File: config.mk
export PLATFORM = sky130hd
export DESIGN_NAME = better_neighbors_in_my_cluster
export DESIGN_NICKNAME = d
export VERILOG_FILES = /design/src/rtl/better_neighbors_in_my_cluster_pkg.sv /design/src/rtl/bnimc_mem_port.sv /design/src/rtl/better_neighbors_in_my_cluster.sv
export SDC_FILE = /design/constraint.sdc
export NUM_CORES = 1
export LEC_CHECK = 0
export CAP_MARGIN = 20
export CELL_PAD_IN_SITES_DETAIL_PLACEMENT = 1
export CELL_PAD_IN_SITES_GLOBAL_PLACEMENT = 2
export CORE_MARGIN = 2
export CORE_UTILIZATION = 31
export CTS_BUF_LIST = sky130_fd_sc_hd__clkbuf_8
export DETAILED_ROUTE_END_ITERATION = 6
export PLACE_DENSITY_LB_ADDON = 0.12
export SLEW_MARGIN = 20
export SYNTH_ARGS = -nofsm -noshare
export SYNTH_HDL_FRONTEND = slang
export SYNTH_SLANG_ARGS = --single-unit
File: constraint.sdc
create_clock -name clock -period 3.35 [get_ports clock]
set_clock_uncertainty 0.1 [all_clocks]
set_input_delay 0.5025 -clock clock [delete_from_list [all_inputs] [get_ports clock]]
set_output_delay 0.5025 -clock clock [all_outputs]
set_load 0.01 [all_outputs]
File: src/rtl/better_neighbors_in_my_cluster_pkg.sv
// better_neighbors_in_my_cluster_pkg: word width, shared memory map and scan FSM states
package better_neighbors_in_my_cluster_pkg;
  localparam int WORD_WIDTH = 16;
  localparam logic [WORD_WIDTH-1:0] NEIGHBOR_ID_BASE = 16'h0048;
  localparam logic [WORD_WIDTH-1:0] CLUSTER_ID_BASE  = 16'h00C8;
  localparam logic [WORD_WIDTH-1:0] QVALUE_BASE      = 16'h01C8;
  localparam logic [WORD_WIDTH-1:0] BETTER_BASE      = 16'h0668;
  localparam logic [WORD_WIDTH-1:0] NCOUNT_ADDR      = 16'h068A;
  localparam logic [WORD_WIDTH-1:0] BCOUNT_ADDR      = 16'h068C;
  localparam logic [WORD_WIDTH-1:0] SINKCNT_BASE     = 16'h068E;
  typedef enum logic [3:0] {
    IDLE, RD_NCNT, RD_CID, CHK_CID, RD_Q, CHK_Q, RD_NID, WR_BN, RD_SCNT, WR_BCNT, DONE
  } state_t;
  function automatic logic [WORD_WIDTH-1:0] elem_addr(input logic [WORD_WIDTH-1:0] base,
                                                      input logic [WORD_WIDTH-1:0] idx);
    return base + (idx << 1);
  endfunction
endpackage

File: src/rtl/bnimc_mem_port.sv
// bnimc_mem_port: registers the bus address/data, pulses wr_en for one cycle and flags read capture
module bnimc_mem_port
  import better_neighbors_in_my_cluster_pkg::*;
(
  input  logic                  clock,
  input  logic                  nrst,
  input  logic                  en,
  input  logic                  ld,
  input  logic                  wr,
  input  logic [WORD_WIDTH-1:0] req_addr,
  input  logic [WORD_WIDTH-1:0] req_data,
  output logic [WORD_WIDTH-1:0] address,
  output logic [WORD_WIDTH-1:0] data_out,
  output logic                  wr_en,
  output logic                  rd_valid
);
  logic issued;
  // issued marks the cycle the address is on the bus; data_in is valid the cycle after
  always_ff @(posedge clock or negedge nrst) begin
    if (!nrst) begin
      address  <= '0;
      data_out <= '0;
      wr_en    <= 1'b0;
      issued   <= 1'b0;
      rd_valid <= 1'b0;
    end else if (en) begin
      if (ld || wr) address <= req_addr;
      if (wr) data_out <= req_data;
      wr_en    <= wr;
      issued   <= ld;
      rd_valid <= issued;
    end
  end
endmodule

File: src/rtl/better_neighbors_in_my_cluster.sv
// better_neighbors_in_my_cluster: lists same-cluster neighbors beating mybest and tracks the best one; BNIMC_TIE_EN also lists equal-cost neighbors
module better_neighbors_in_my_cluster
  import better_neighbors_in_my_cluster_pkg::*;
#(
  parameter int MAX_BETTER = 16
) (
  input  logic                  clock,
  input  logic                  nrst,
  input  logic                  en,
  input  logic                  start,
  output logic [WORD_WIDTH-1:0] address,
  output logic                  wr_en,
  input  logic [WORD_WIDTH-1:0] data_in,
  input  logic [WORD_WIDTH-1:0] my_cluster_id,
  input  logic [WORD_WIDTH-1:0] mybest,
  output logic [WORD_WIDTH-1:0] besthop,
  output logic [WORD_WIDTH-1:0] bestvalue,
  output logic [WORD_WIDTH-1:0] bestneighbor_id,
  output logic [WORD_WIDTH-1:0] nextsinks,
  output logic [WORD_WIDTH-1:0] data_out,
  output logic                  done
);
  localparam logic [WORD_WIDTH-1:0] CAP = WORD_WIDTH'(MAX_BETTER);
  state_t state, state_n;
  logic [WORD_WIDTH-1:0] i, i_n, n, n_n, cnt, cnt_n, val, val_n;
  logic [WORD_WIDTH-1:0] besthop_n, bestvalue_n, bestneighbor_id_n, nextsinks_n, req_addr, req_data;
  logic lst, lst_n, nb, nb_n, ld, wr, adv, rd_valid, better, room, lower;
`ifdef BNIMC_TIE_EN
  assign better = val <= mybest;
`else
  assign better = val < mybest;
`endif
  assign room  = cnt < CAP;
  assign lower = val < bestvalue;
  assign done  = state == DONE;
  always_comb begin
    state_n = state;
    i_n = i;
    n_n = n;
    cnt_n = cnt;
    val_n = val;
    lst_n = lst;
    nb_n = nb;
    besthop_n = besthop;
    bestvalue_n = bestvalue;
    bestneighbor_id_n = bestneighbor_id;
    nextsinks_n = nextsinks;
    ld = 1'b0;
    wr = 1'b0;
    adv = 1'b0;
    req_addr = '0;
    req_data = cnt;
    unique case (state)
      IDLE: if (start) begin
        state_n = RD_NCNT;
        ld = 1'b1;
        req_addr = NCOUNT_ADDR;
        i_n = '0;
        cnt_n = '0;
        bestvalue_n = mybest;
        besthop_n = '1;
        bestneighbor_id_n = '1;
        nextsinks_n = '0;
      end
      RD_NCNT: if (rd_valid) begin
        n_n = data_in;
        state_n = data_in == '0 ? WR_BCNT : RD_CID;
        wr = data_in == '0;
        ld = data_in != '0;
        req_addr = data_in == '0 ? BCOUNT_ADDR : CLUSTER_ID_BASE;
      end
      RD_CID: if (rd_valid) begin
        val_n = data_in;
        state_n = CHK_CID;
      end
      CHK_CID: if (val == my_cluster_id) begin
        state_n = RD_Q;
        ld = 1'b1;
        req_addr = elem_addr(QVALUE_BASE, i);
      end else adv = 1'b1;
      RD_Q: if (rd_valid) begin
        val_n = data_in;
        state_n = CHK_Q;
      end
      // a full list still needs the neighbor ID when this neighbor becomes the new best
      CHK_Q: begin
        lst_n = better && room;
        nb_n = better && lower;
        if (better && (room || lower)) begin
          state_n = RD_NID;
          ld = 1'b1;
          req_addr = elem_addr(NEIGHBOR_ID_BASE, i);
        end else adv = 1'b1;
      end
      RD_NID: if (rd_valid) begin
        if (nb) begin
          besthop_n = i;
          bestvalue_n = val;
          bestneighbor_id_n = data_in;
        end
        if (lst) begin
          state_n = WR_BN;
          wr = 1'b1;
          req_addr = elem_addr(BETTER_BASE, cnt);
          req_data = data_in;
          cnt_n = cnt + 1'b1;
        end else begin
          state_n = RD_SCNT;
          ld = 1'b1;
          req_addr = elem_addr(SINKCNT_BASE, i);
        end
      end
      WR_BN: if (nb) begin
        state_n = RD_SCNT;
        ld = 1'b1;
        req_addr = elem_addr(SINKCNT_BASE, i);
      end else adv = 1'b1;
      RD_SCNT: if (rd_valid) begin
        nextsinks_n = data_in;
        adv = 1'b1;
      end
      WR_BCNT: state_n = DONE;
      DONE: state_n = DONE;
      default: state_n = IDLE;
    endcase
    if (adv) begin
      i_n = i + 1'b1;
      state_n = i_n == n ? WR_BCNT : RD_CID;
      wr = i_n == n;
      ld = i_n != n;
      req_addr = i_n == n ? BCOUNT_ADDR : elem_addr(CLUSTER_ID_BASE, i_n);
    end
  end
  always_ff @(posedge clock or negedge nrst) begin
    if (!nrst) begin
      state <= IDLE;
      i <= '0;
      n <= '0;
      cnt <= '0;
      val <= '0;
      lst <= 1'b0;
      nb <= 1'b0;
      besthop <= '0;
      bestvalue <= '0;
      bestneighbor_id <= '0;
      nextsinks <= '0;
    end else if (en) begin
      state <= state_n;
      i <= i_n;
      n <= n_n;
      cnt <= cnt_n;
      val <= val_n;
      lst <= lst_n;
      nb <= nb_n;
      besthop <= besthop_n;
      bestvalue <= bestvalue_n;
      bestneighbor_id <= bestneighbor_id_n;
      nextsinks <= nextsinks_n;
    end
  end
  bnimc_mem_port u_mem_port (
    .clock   (clock),
    .nrst    (nrst),
    .en      (en),
    .ld      (ld),
    .wr      (wr),
    .req_addr(req_addr),
    .req_data(req_data),
    .address (address),
    .data_out(data_out),
    .wr_en   (wr_en),
    .rd_valid(rd_valid)
  );
endmodule

Word-level counts from Yosys, hierarchy flattened
Cells that the tools add are included.
{ "classes": {"addsub": 7, "magnitude_cmp": 3, "eq_ne": 27, "n_mux": 65, "n_reduce_logical": 24} }
{ "ops": {"columns": ["operator", "count"], "rows": [
  ["two-way mux 16 bit", 24],
  ["case mux 16 bit (2 select lines)", 5],
  ["case mux 16 bit (6 select lines)", 1],
  ["two-way mux 4 bit", 12],
  ["case mux 4 bit (10 select lines)", 1],
  ["two-way mux 11 bit", 3],
  ["adder 11 x 16 -> 16 bit (first input constant)", 2],
  ["adder 16 x 1 -> 16 bit (second input constant)", 2],
  ["== test 16 bit", 2],
  ["< comparator 16 bit", 2],
  ["adder 7 x 16 -> 16 bit (first input constant)", 1],
  ["adder 8 x 16 -> 16 bit (first input constant)", 1],
  ["adder 9 x 16 -> 16 bit (first input constant)", 1],
  ["== test 4 x 3 -> 1 bit (second input constant)", 4],
  ["zero test 16 bit", 1],
  ["< comparator 16 x 5 -> 1 bit (second input constant)", 1],
  ["two-way mux 1 bit", 16],
  ["!= test 16 bit", 1],
  ["nonzero test 16 bit", 1],
  ["== test 4 bit (second input constant)", 3],
  ["!= test 3 x 2 -> 1 bit (second input constant)", 4],
  ["!= test 3 bit (second input constant)", 4],
  ["AND reduction 10 bit", 1],
  ["AND reduction 5 bit", 2],
  ["other kinds (15)", 31]
]} }
{ "totals": {"reg_bits": 169, "in_bits": 52, "output_inout_bits": 98, "wordCells": 142} }

Depth between registers and ports, before layout
{ "logic_depth": {"depth_word": 8, "ltp_mapped": 13, "depth_no_buf": 12} }

Hierarchy
From an unflattened synthesis, not the netlist that was laid out.
{ "hier_totals": {"cells_unflattened": 1232, "area_unflattened_um2": 10782.8} }
{ "modules_own_cells": {"columns": ["mod", "n_inst", "cells_per_inst", "area_per_inst_um2"], "rows": [
  ["better_neighbors_in_my_cluster", 1, 1157, 9477.8],
  ["bnimc_mem_port", 1, 75, 1305.0]
]} }

Worst setup path before layout
OpenSTA, ideal clock, no wires.
{ "synth_path": {"kind": "register to register", "start": "reg i[3]", "end": "reg u_mem_port.data_out[10]", "arrival_ps": 3062, "t_required_ps": 3125, "slack_ps": 63, "stages_incl_launch_ff": 13, "period_less_slack_ps": 3287, "path_cell_list": "dfrtp_1 > ha_1 > buf_6 > and4_1 > buf_6 > a311oi_1 > o2111ai_1 > a2111oi_2 > or4b_4 > a2111oi_4 > o21ai_2 > buf_6 > mux2_4"} }
{ "synth_via": {"elab_chain_cells": 4} }
{ "synth_lines": {"columns": ["item", "line_no", "source"], "rows": [
  ["from (decl)", "better_neighbors_in_my_cluster.sv:25", "logic [WORD_WIDTH-1:0] i, i_n, n, n_n, cnt, cnt_n, val, val_n;"],
  ["from (signal assigned)", "better_neighbors_in_my_cluster.sv:149", "i <= i_n;"],
  ["adder 16 x 1 -> 16 bit", "better_neighbors_in_my_cluster.sv:127", "i_n = i + 1'b1;"],
  ["== test 16 bit", "better_neighbors_in_my_cluster.sv:129", "wr = i_n == n;"],
  ["two-way mux 1 bit", "better_neighbors_in_my_cluster.sv:126", "if (adv) begin"],
  ["AND reduction 2 bit (no line)", null, null],
  ["to (signal assigned)", "bnimc_mem_port.sv:28", "if (wr) data_out <= req_data;"],
  ["to (decl)", "bnimc_mem_port.sv:13", "output logic [WORD_WIDTH-1:0] data_out,"]
]} }
No other way between the ends.
A chain may end at the register's enable or synchronous reset.

Worst setup path in the final report
{ "layout_path": {"start": "reg i[0]", "end": "reg u_mem_port.data_out[10]"} }
The elaborated chain is that of the path after synthesis.

==> PnR_summary.wiki <==
{| class="wikitable"
! Metric !! Value
|-
| Hold wc startpoint || u_mem_port.address[10]
|-
| Overall Power || 0.0107 W
|-
| Min Clock Period, post-route || 3.30 ns
|-
| Transition time at the pin with the least slew margin || 0.790 ns
|-
| Number of hold violations in the final report || 0
|-
| Kind of launch point of the worst setup path || register
|-
| CTS H-tree depth || 4
|-
| Number of I/O port buffers || 148
|-
| I/O pin count || 150
|-
| CP endpoint || u_mem_port.data_out[10]
|-
| Area of all placed cells without fillers || around 14,000 um2
|-
| Avg WL per Cell || 21.5 um
|-
| Die X-Extent || ~190 um
|-
| Post-synthesis average cell area || 8.72 um2
|-
| Number of enable-type register cells in the synthesized netlist || 0
|-
| Worst-case vdd ir drop || 0.368 mV
|-
| Netlist area before placement || 10,900 um2
|-
| Worst max-slew margin expressed relative to the limit || 46.9%
|-
| Mux contribution to synthesized area || 7.47%
|-
| Clock tree from TritonCTS || built
|-
| Share of the synthesized area in compound gates (AO/OA/AOI/OAI) || approximately 16%
|-
| 1st-iter DRT viols || 513
|-
| P&R area growth vs syn || 32.3%
|-
| Final-report setup violation count || 0
|-
| Number of max-slew violations in the final report || 0
|-
| Area share of xor/xnor cells in the synthesized design || 7.50%
|-
| Number of buffers created by CTS || 17
|-
| Clock Tree Root || clkbuf_8
|-
| Fraction of the yosys area taken by sequential cells || 38.7%
|-
| Cell variety after synth || between 70 and 80
|-
| Total Negative Setup Slacks || 0 ns
|-
| Starting utilization of the core area || 31.5%
|-
| Aggregate routed wire length || 42,100 um
|-
| Routability cong. || approximately 0.9
|-
| Worst hold path type || reg -> reg
|-
| Mapped Cells || around 1,200
|-
| Maximum clock frequency || between 300 and 400 MHz
|-
| First drt pass iteration count || 6
|-
| Ratio of cells with drive above 1 in the final layout || a little under a fifth
|-
| Top cells by area in the synthesized netlist || dfrtp_1, nand2_1, xnor2_1
|-
| Count of vias placed by the detailed router || 10,100
|-
| Number of global-route vias before repair || 10,700
|-
| Detailed placer's ending HPWL || around 33,000 um
|-
| Clock-pin slew reported for the worst setup and hold paths after clock tree synthesis || about 0.10 ns
|-
| Total Nets Final || 1,577
|-
| Cell Area, Placed || 13,900 um2
|-
| ANT cells || 0
|-
| Areal power density over the cells || between 700 and 800 nW/um2
|-
| Largest fanout on the critical path || 17
|-
| Count of state elements after synthesis || 168
|-
| Wire length of the first global-routing pass || ~66,000 um
|-
| Cell depth of the worst hold path || 2
|-
| Antenna violations before repair || 0
|-
| Maximum clock insertion buffer count || 2
|-
| Ys Warns || 0
|-
| Simple-Gate Fraction of Synth Area || 21.1%
|-
| Run status || finished clean
|-
| Number of nets in the synthesized netlist || 1,336
|-
| Area enclosed by the die boundary || 36,600 um2
|-
| Final core area utilization || 41.6%
|-
| Total of max-cap violations || 0
|-
| Final-layout fill cell count || slightly above 4,000
|-
| Maximum number of pins on one net before global-route repair || 58
|-
| Worst hold-check slack || between 0.3 and 0.4 ns
|-
| Later-pin clock latency in the skew report || 0.51 ns
|-
| Launching point of the worst reg2reg path || i[0]
|-
| Remaining design rule violation count || 0
|-
| Post-DR vias/cell || between 5 and 6
|-
| Worst R2R Setup Slack || 0.05 ns
|-
| Std cell rows || between 60 and 70
|-
| Data arrival, critical path || 3.59 ns
|-
| Fraction of registers with async set/reset || 100%
|-
| Dominant register cell in the synthesized netlist || dfrtp_1
|-
| Adder and majority cell fraction of the synthesized area || 4.26%
|-
| Overall track demand over capacity in global routing || 23.9%
|-
| Dominant cell type by area after synthesis || dfrtp_1
|-
| Main combinational cell family by area after synthesis || simple AND/OR/NAND/NOR gates
|-
| CP Class || reg -> reg
|-
| Setup repair after global routing missed its margin || true
|-
| Portion of synthesized cell area occupied by the leading cell type || between 30% and 40%
|-
| Period utilisation layout || 98.6%
|-
| Destination of the worst register-to-register timing path || u_mem_port.data_out[10]
|-
| Placeable core region || 34,500 um2
|-
| Leakage power summed over all cells || 6.17 nW
|-
| Global-route congestion overflow total || 0
|-
| First element of the critical path || i[0]
|-
| Remaining antenna violation count || 0
|-
| CP required || 3.64 ns
|-
| Critical path capture point type || register
|-
| Chip height || 191 um
|-
| Cells on worst reg2reg path || 12
|-
| Sink count of the clock tree || 168
|}
## layer usage
layer / wire length (um) / vias to the layer above / global-route usage [%]
met3: 1320 / 37 / 2.88
met4: 849 / 0 / 6.63
met1: 20400 / 5042 / 33.8
met2: 19600 / 184 / 38.3
met5: 0 / - / 0
li1: - / 4882 / -
## flip-flops by register name, summed over array words and instances (netlist names)
name                 flops
besthop                 16
val                     16
bestvalue               16
u_mem_port.rd_valid      1
u_mem_port.issued        1
n                       16
cnt                     16
i                       16
nextsinks               16
state                    4
u_mem_port.address      15
u_mem_port.data_out     16
bestneighbor_id         16
lst                      1
nb                       1
u_mem_port.wr_en         1
## repair_timing
action                                  CTS  global route
pin swaps                                 4             2
buffers inserted                          2             0
endpoints found under the hold margin    54             0
gates resized for setup                  12            10
hold buffers                              1             0
endpoints found under the setup margin   26            26
## layout make-up
class / instances / area (um2) / area share (%)
well taps: 455 / 569 / 3.96
multi-input cells: 935 / 6200 / 43.1
clock buffers: 17 / 234 / 1.63
clock inverters: 15 / 164 / 1.14
inverters: 55 / 206 / 1.44
flip-flops and latches: 168 / 4210 / 29.3
repair buffers: 311 / 2800 / 19.4
## critical path, cell delays in order, from the launching register on
cell and delay (ns):
dfrtp_2 0.47, inv_2 0.10, ha_4 0.21, xor2_1 0.17, a311oi_1 0.23, o2111ai_1 0.18
a2111oi_2 0.22, or4b_4 0.55, buf_12 0.15, a2111oi_4 0.20, o21ai_2 0.11, buf_12 0.17
mux2_4 0.30
## placed cells by master, fill, tap and decap left out, types with 34 or more instances in the layout
cell type        Yosys  routed
a21oi_1             42      42
buf_4                3     155
clkdlybuf4s50_1      0     147
dfrtp_1            168     163
ha_1                37      34
inv_1               54      53
mux2_2              45      45
nand2_1            210     210
nand3_1             61      61
nor2_1              87      85
o21ai_0             53      52
xnor2_1             70      68
## cell usage after synthesis, types with 10 or more instances
cell type	count
a211oi_1	20
a21oi_1	42
a22o_1	10
a31oi_1	23
and2_1	10
and3_1	11
buf_1	10
buf_2	12
clkbuf_1	61
dfrtp_1	168
ha_1	37
inv_1	54
mux2_2	45
mux2i_1	17
nand2_1	210
nand3_1	61
nand4_1	18
nor2_1	87
nor3_1	26
nor4_1	15
o211ai_1	19
o21ai_0	53
xnor2_1	70
xor2_1	18
## power breakdown
part	internal [W]	total [W]	leakage, nW	switching, W
registers	0.00279	0.00358	2.03	0.000791
logic	0.00284	0.00560	3.94	0.00276
clock network	0.000618	0.00153	0.195	0.000913
## metrics by stage
| stage | worst slack (ns) | std cells |
|---|---|---|
| 2_1_floorplan | 0.0629 | 1247 |
| 3_3_place_gp | -0.327 | 1921 |
| 3_5_place_dp | -0.397 | 1921 |
| 4_1_cts | 0.0196 | 1956 |
| 5_1_grt | -0.0580 | 1956 |
| 6_report | 0.0485 | 1956 |
## kinds of logic after synthesis
logic type	count (synthesis)
xor+xnor	90
flops	168
mux	71
fa+ha+maj	37
simple gates	489
other cells	1
buf+inv	144
compound gates	247
## worst min path at each step
stage	to	slack (ns)
2_1_floorplan	besthop[0]	0.11
3_3_place_gp	nextsinks[11]	0.36
3_5_place_dp	nextsinks[11]	0.37
4_1_cts	nextsinks[10]	0.40
5_1_grt	bestneighbor_id[12]	0.43
6_report	u_mem_port.address[10]	0.39
No activity file was read; power rests on OpenSTA's default activity.
==> RTL edit 1, RTL diff (same flow settings) <==
Add a define of `BNIMC_TIE_EN`.
--- a/src/rtl/better_neighbors_in_my_cluster.sv
+++ b/src/rtl/better_neighbors_in_my_cluster.sv
@@ -1,2 +1,4 @@
 // better_neighbors_in_my_cluster: lists same-cluster neighbors beating mybest and tracks the best one; BNIMC_TIE_EN also lists equal-cost neighbors
+`define BNIMC_TIE_EN
+
 module better_neighbors_in_my_cluster
Function: no difference found for any inputs over 4 cycles, from zero or initial values and one cycle with nrst low; that may be too few to reach the edited logic, so the function may still have changed.
==> RTL edit 1 against the unedited design <==
  * Via count grew 2.1%
  * Cell count grew 0.20%
  * Worst hold slack improved by 1.2 ps
  * Utilization is 1.3 points higher
  * Sequential cell count did not move
  * Area after synthesis up 0.76%
  * Sequential share of layout area decreased by 1.0 points
  * Cell area increased by 3.5%
  * Total power grew 4.5%
  * Wire length is 3.6% higher
  * Die area grew 0.74%
  * First-iteration DRC count up 4.5%
  * Setup slack got worse by 14 ps
  * Largest power group unchanged
==> RTL edit 1: results (changes against the unedited design) <==
- Status: completed (unchanged)
- Initial antenna violation count: 0 (unchanged)
- CTS buffer count: 17 (unchanged)
- Net Count, Synth: 1309 (was 1336)
- Hold_sp: nextsinks[6] (was u_mem_port.address[10])
- Vias in the first global route: 10698 (was 10691)
- WL final: 43.7 mm (was 42.1 mm)
- Uppermost layer routed: met4 (unchanged)
- Arrival time at the worst endpoint: 3610 ps (was 3590 ps)
- Non-Filler Instances: 1960 (was 1956)
- Global-route wire length before repair: 66.2 mm (was 65.6 mm)
- Crit-path max FO: 8 (was 17)
- Slew headroom: 46.5% (was 46.9%)
- Layout cells sized above 1: 22.1% (was 19.2%)
- Largest net degree at the start of global routing: 74 (was 58)
- Area share of fa/ha/maj cells after synthesis: 4.34% (was 4.26%)
- Post-DP HPWL: 33.7 mm (was 32.8 mm)
- RR Startpoint: val[15] (was i[0])
- Length of routed met3 wiring: 1.46 mm (was 1.32 mm)
- Fill count: 4018 (was 4045)
- GRT Total Usage: 24.1% (was 23.9%)
- GP Congestion: 0.916 (was 0.887)
- Synth Area in Compound Gates: 16.6% (was 15.5%)
- Post-synthesis cell count: 1219 (was 1247)
- Nets: 1582 (was 1577)
- Port Buffer Count: 148 (unchanged)
- Peak supply drop: 0.316 mV (was 0.368 mV)
- Synth warn: 0 (unchanged)
- Sequential fraction of the synthesis area: 38.4% (was 38.7%)
- Synth area leaders: dfrtp_1 38%, nand2_1 6.4%, mux2_2 4.7% (was dfrtp_1 39%, nand2_1 7.3%, xnor2_1 5.6%)
- Detail Route met2 WL: 21.5 mm (was 19.6 mm)
- P&R area growth vs syn: 36.0% (was 32.3%)
- Multiplexer share of the synthesized area: 7.86% (was 7.47%)
- Post-synth top cells: 186 x nand2_1, 168 x dfrtp_1, 74 x nor2_1 (was 210 x nand2_1, 168 x dfrtp_1, 87 x nor2_1)
- Async set-reset flop share out of synthesis: 100% (unchanged)
- Xor and xnor area share after synthesis: 7.89% (was 7.50%)
- Post-synthesis cell type count: 85 (was 77)
- DRT Pass-1 Iters: 5 (was 6)
- WL met1: 19.7 mm (was 20.4 mm)
- Dpl cells: 1907 (was 1921)
- Area after DPL: 0.0140 sq mm (was 0.0139 sq mm)
- Leakage power: 6.50 nW (was 6.17 nW)
- Antenna diode count: 0 (unchanged)
- Vias: 10353 (was 10145)
- Starting DRT DRC Count: 536 (was 513)
==> RTL edit 1: cell count changes after synthesis, sizes merged, moves of 9 or more <==
cell	change
a31oi	-16
nand2	-24
nand3	-13
nor2	-13
nor3	-9
o21ai	+9
xnor2	-21
xor2	+24
==> RTL edit 1: final timing paths <==
| check | endpoint | depth (start not counted) |
|---|---|---|
| worst max register to register | u_mem_port.data_out[9] | 13 |
| min in group asynchronous | bestvalue[5] | 2 |
| worst min-delay path | nextsinks[6] | 2 |
| max in group asynchronous | nextsinks[8] | 3 |
| worst min register to register | nextsinks[6] | 2 |
| worst max-delay path | u_mem_port.data_out[9] | 13 |
==> RTL edit 1: timing repair <==
item	in CTS	in global routing
hold endpoints to repair	70	0
gates cloned	0	2
pin swaps	3	15
endpoints found under the setup margin	36	39
setup buffers	1	17
resized for setup	15	33
hold buffers	1	0
==> RTL edit 1: layer usage <==
metal,track usage (%),up-vias
li1,-,4898
met1,32.1,5200
met2,40.5,209
met3,2.96,46
met4,7.75,0
met5,0,-
==> RTL edit 1: cell families after synthesis <==
family	count (synthesis)
and+or+nand+nor	445
other	1
adders and majority gates	38
DFF	168
AOI/OAI and AO/OA	264
buffers and inverters	134
muxes	75
xor gates and xnor gates	94
==> RTL edit 1: cell type report <==
cell class | instances | area share (%)
tap | 455 | 3.82
clock inverter | 13 | 1.23
timing repair buffer | 333 | 20.1
clock buffer | 19 | 1.76
sequential | 168 | 28.3
inverter | 55 | 1.39
multi-input combinational | 917 | 43.4
==> RTL edit 1: report_power, final <==
part / switching, mW / leakage, nW / internal (mW)
Clock: 0.889 / 0.228 / 0.802
Sequential: 0.802 / 2.05 / 2.74
Combinational: 2.96 / 4.22 / 3.00
==> RTL edit 1: metrics by stage <==
step           TNS [ps]  hold WS (ps)  total power, mW  setup slack [ps]
2_1_floorplan         0           107             6.28              77.2
3_3_place_gp     -25960           363             9.11              -764
3_5_place_dp     -29710           370             9.21              -792
4_1_cts               0           393             11.0              4.47
5_1_grt           -1540           416             12.0             -76.6
6_report              0           390             11.2              34.6
==> RTL edit 1: worst max-delay path, stage by stage (launching register included) <==
cell       delay (ps)
dfrtp_1           390
buf_4             160
ha_4              270
nand4_1           250
a2111oi_2         360
buf_4             200
o31a_1            240
o21ai_4           110
buf_6             140
a211oi_4          290
o21ai_4            80
buf_12            150
clkbuf_16         160
mux2_4            300
==> RTL edit 2, RTL diff (same settings) <==
Without the edit above. The 11 states of `state_t` get a one-hot encoding in 11 bits.
--- a/src/rtl/better_neighbors_in_my_cluster_pkg.sv
+++ b/src/rtl/better_neighbors_in_my_cluster_pkg.sv
@@ -10,4 +10,4 @@
   localparam logic [WORD_WIDTH-1:0] SINKCNT_BASE     = 16'h068E;
-  typedef enum logic [3:0] {
-    IDLE, RD_NCNT, RD_CID, CHK_CID, RD_Q, CHK_Q, RD_NID, WR_BN, RD_SCNT, WR_BCNT, DONE
+  typedef enum logic [10:0] {
+    IDLE = 11'b00000000001, RD_NCNT = 11'b00000000010, RD_CID = 11'b00000000100, CHK_CID = 11'b00000001000, RD_Q = 11'b00000010000, CHK_Q = 11'b00000100000, RD_NID = 11'b00001000000, WR_BN = 11'b00010000000, RD_SCNT = 11'b00100000000, WR_BCNT = 11'b01000000000, DONE = 11'b10000000000
   } state_t;
Behaviour: no difference found for any inputs over 4 cycles, from zero or initial values and one cycle with nrst low; so few cycles prove little.
==> RTL edit 2 against the unedited design <==
  * The run now ends with setup timing left
  * Sequential cell count grew 7
  * Global-route usage up 0.27 points
  * Total power is 5.5% lower
  * Count of clock-buffer cells in the layout rose by 2
  * Critical path depth is the same
  * Die area rose by 0.83%
  * Area after synthesis is 0.85% higher
  * Sequential share of layout area decreased by 0.59 points
  * Maximum frequency decreased by 1.5%
  * Setup slack got worse by 50 ps
  * Wire length is 4.5% higher
  * Cell area increased by 6.4%
==> RTL edit 2: results (changes against the unedited design) <==
- Setup violators final: 1 (was 0)
- Met2 Track Usage GR: 39.9% (was 38.3%)
- WL met1: 20.8 mm (was 20.4 mm)
- Arrival time at the worst endpoint: 3640 ps (was 3590 ps)
- Critical path's slowest cell: dfrtp_1 (was or4b_4)
- CP Launch Point: val[10] (was i[0])
- Worst min-delay path class: primary input to flop (was flop to flop)
- Sequential fraction of the synthesis area: 40.0% (was 38.7%)
- Starting DRT DRC Count: 617 (was 513)
- Nets: 1649 (was 1577)
- Status: finished, violations left (was completed)
- Post-CTS Setup Inserts: 14 (was 2)
- Post-DP HPWL: 33.4 mm (was 32.8 mm)
- Multi-input logic area: 0.00647 sq mm (was 0.00620 sq mm)
- Worst-Margin Slew: 866 ps (was 790 ps)
- Crit-path max FO: 9 (was 17)
- Synth Area in Compound Gates: 15.7% (was 15.5%)
- Min Hold Slack: 374 ps (was 388 ps)
- Peak supply drop: 0.292 mV (was 0.368 mV)
- Hold_sp: mybest[1] (was u_mem_port.address[10])
- DRT Pass-1 Iters: 5 (was 6)
- Leakage power: 6.89 nW (was 6.17 nW)
- Min-Delay Endpoint: bestvalue[1] (was u_mem_port.address[10])
- Length of routed met3 wiring: 1.48 mm (was 1.32 mm)
- Vias in the first global route: 11146 (was 10691)
- Final worst slack: -1.12 ps (was 48.5 ps)
- Final setup TNS: -1.12 ps (was 0 ps)
- Met1 Use GR: 32.9% (was 33.8%)
- Worst Setup EP: u_mem_port.data_out[1] (was u_mem_port.data_out[10])
- GRT Total Usage: 24.2% (was 23.9%)
- M3 GR Usage: 4.02% (was 2.88%)
- Post-synth top cells: 185 x nand2_1, 174 x dfrtp_1, 108 x nor2_1 (was 210 x nand2_1, 168 x dfrtp_1, 87 x nor2_1)
- CTS resizes: 56 (was 12)
- Net Count, Synth: 1344 (was 1336)
- Largest net degree at the start of global routing: 75 (was 58)
- Initial antenna violation count: 1 (was 0)
- WL final: 44.0 mm (was 42.1 mm)
- Synth area leaders: dfrtp_1 40%, nand2_1 6.3%, o21ai_0 4.7% (was dfrtp_1 39%, nand2_1 7.3%, xnor2_1 5.6%)
- Worst path max stage delay: 450 ps (was 550 ps)
- Detail Route met2 WL: 21.1 mm (was 19.6 mm)
- Post-synthesis cell type count: 80 (was 77)
- Area after DPL: 0.0143 sq mm (was 0.0139 sq mm)
- Multiplexer share of the synthesized area: 7.68% (was 7.47%)
- Failing checks: setup timing
RTL edit 2: where the power goes:
group | total, mW | switching (mW) | internal (mW)
Clock | 1.76 | 0.950 | 0.810
Combinational | 5.11 | 2.55 | 2.56
Sequential | 3.25 | 0.567 | 2.69
Total | 10.1 | 4.06 | 6.06
RTL edit 2: layout make-up:
type                            count  share of cell area (%)
Multi-Input combinational cell    949                    42.3
Sequential cell                   175                    28.7
Timing Repair Buffer              363                    21.0
Tap cell                          455                    3.72
Clock buffer                       19                    1.71
Inverter                           54                    1.32
Clock inverter                     13                    1.23
RTL edit 2: worst max-delay path: cells and delay by family, from the launching register on:
family | cells | cell delay [ps]
AND/OR/NAND/NOR | 5 | 1170
buffers and inverters | 3 | 530
XOR/XNOR | 1 | 200
multiplexers | 1 | 330
AO/OA/AOI/OAI | 2 | 430
flip-flops | 1 | 450
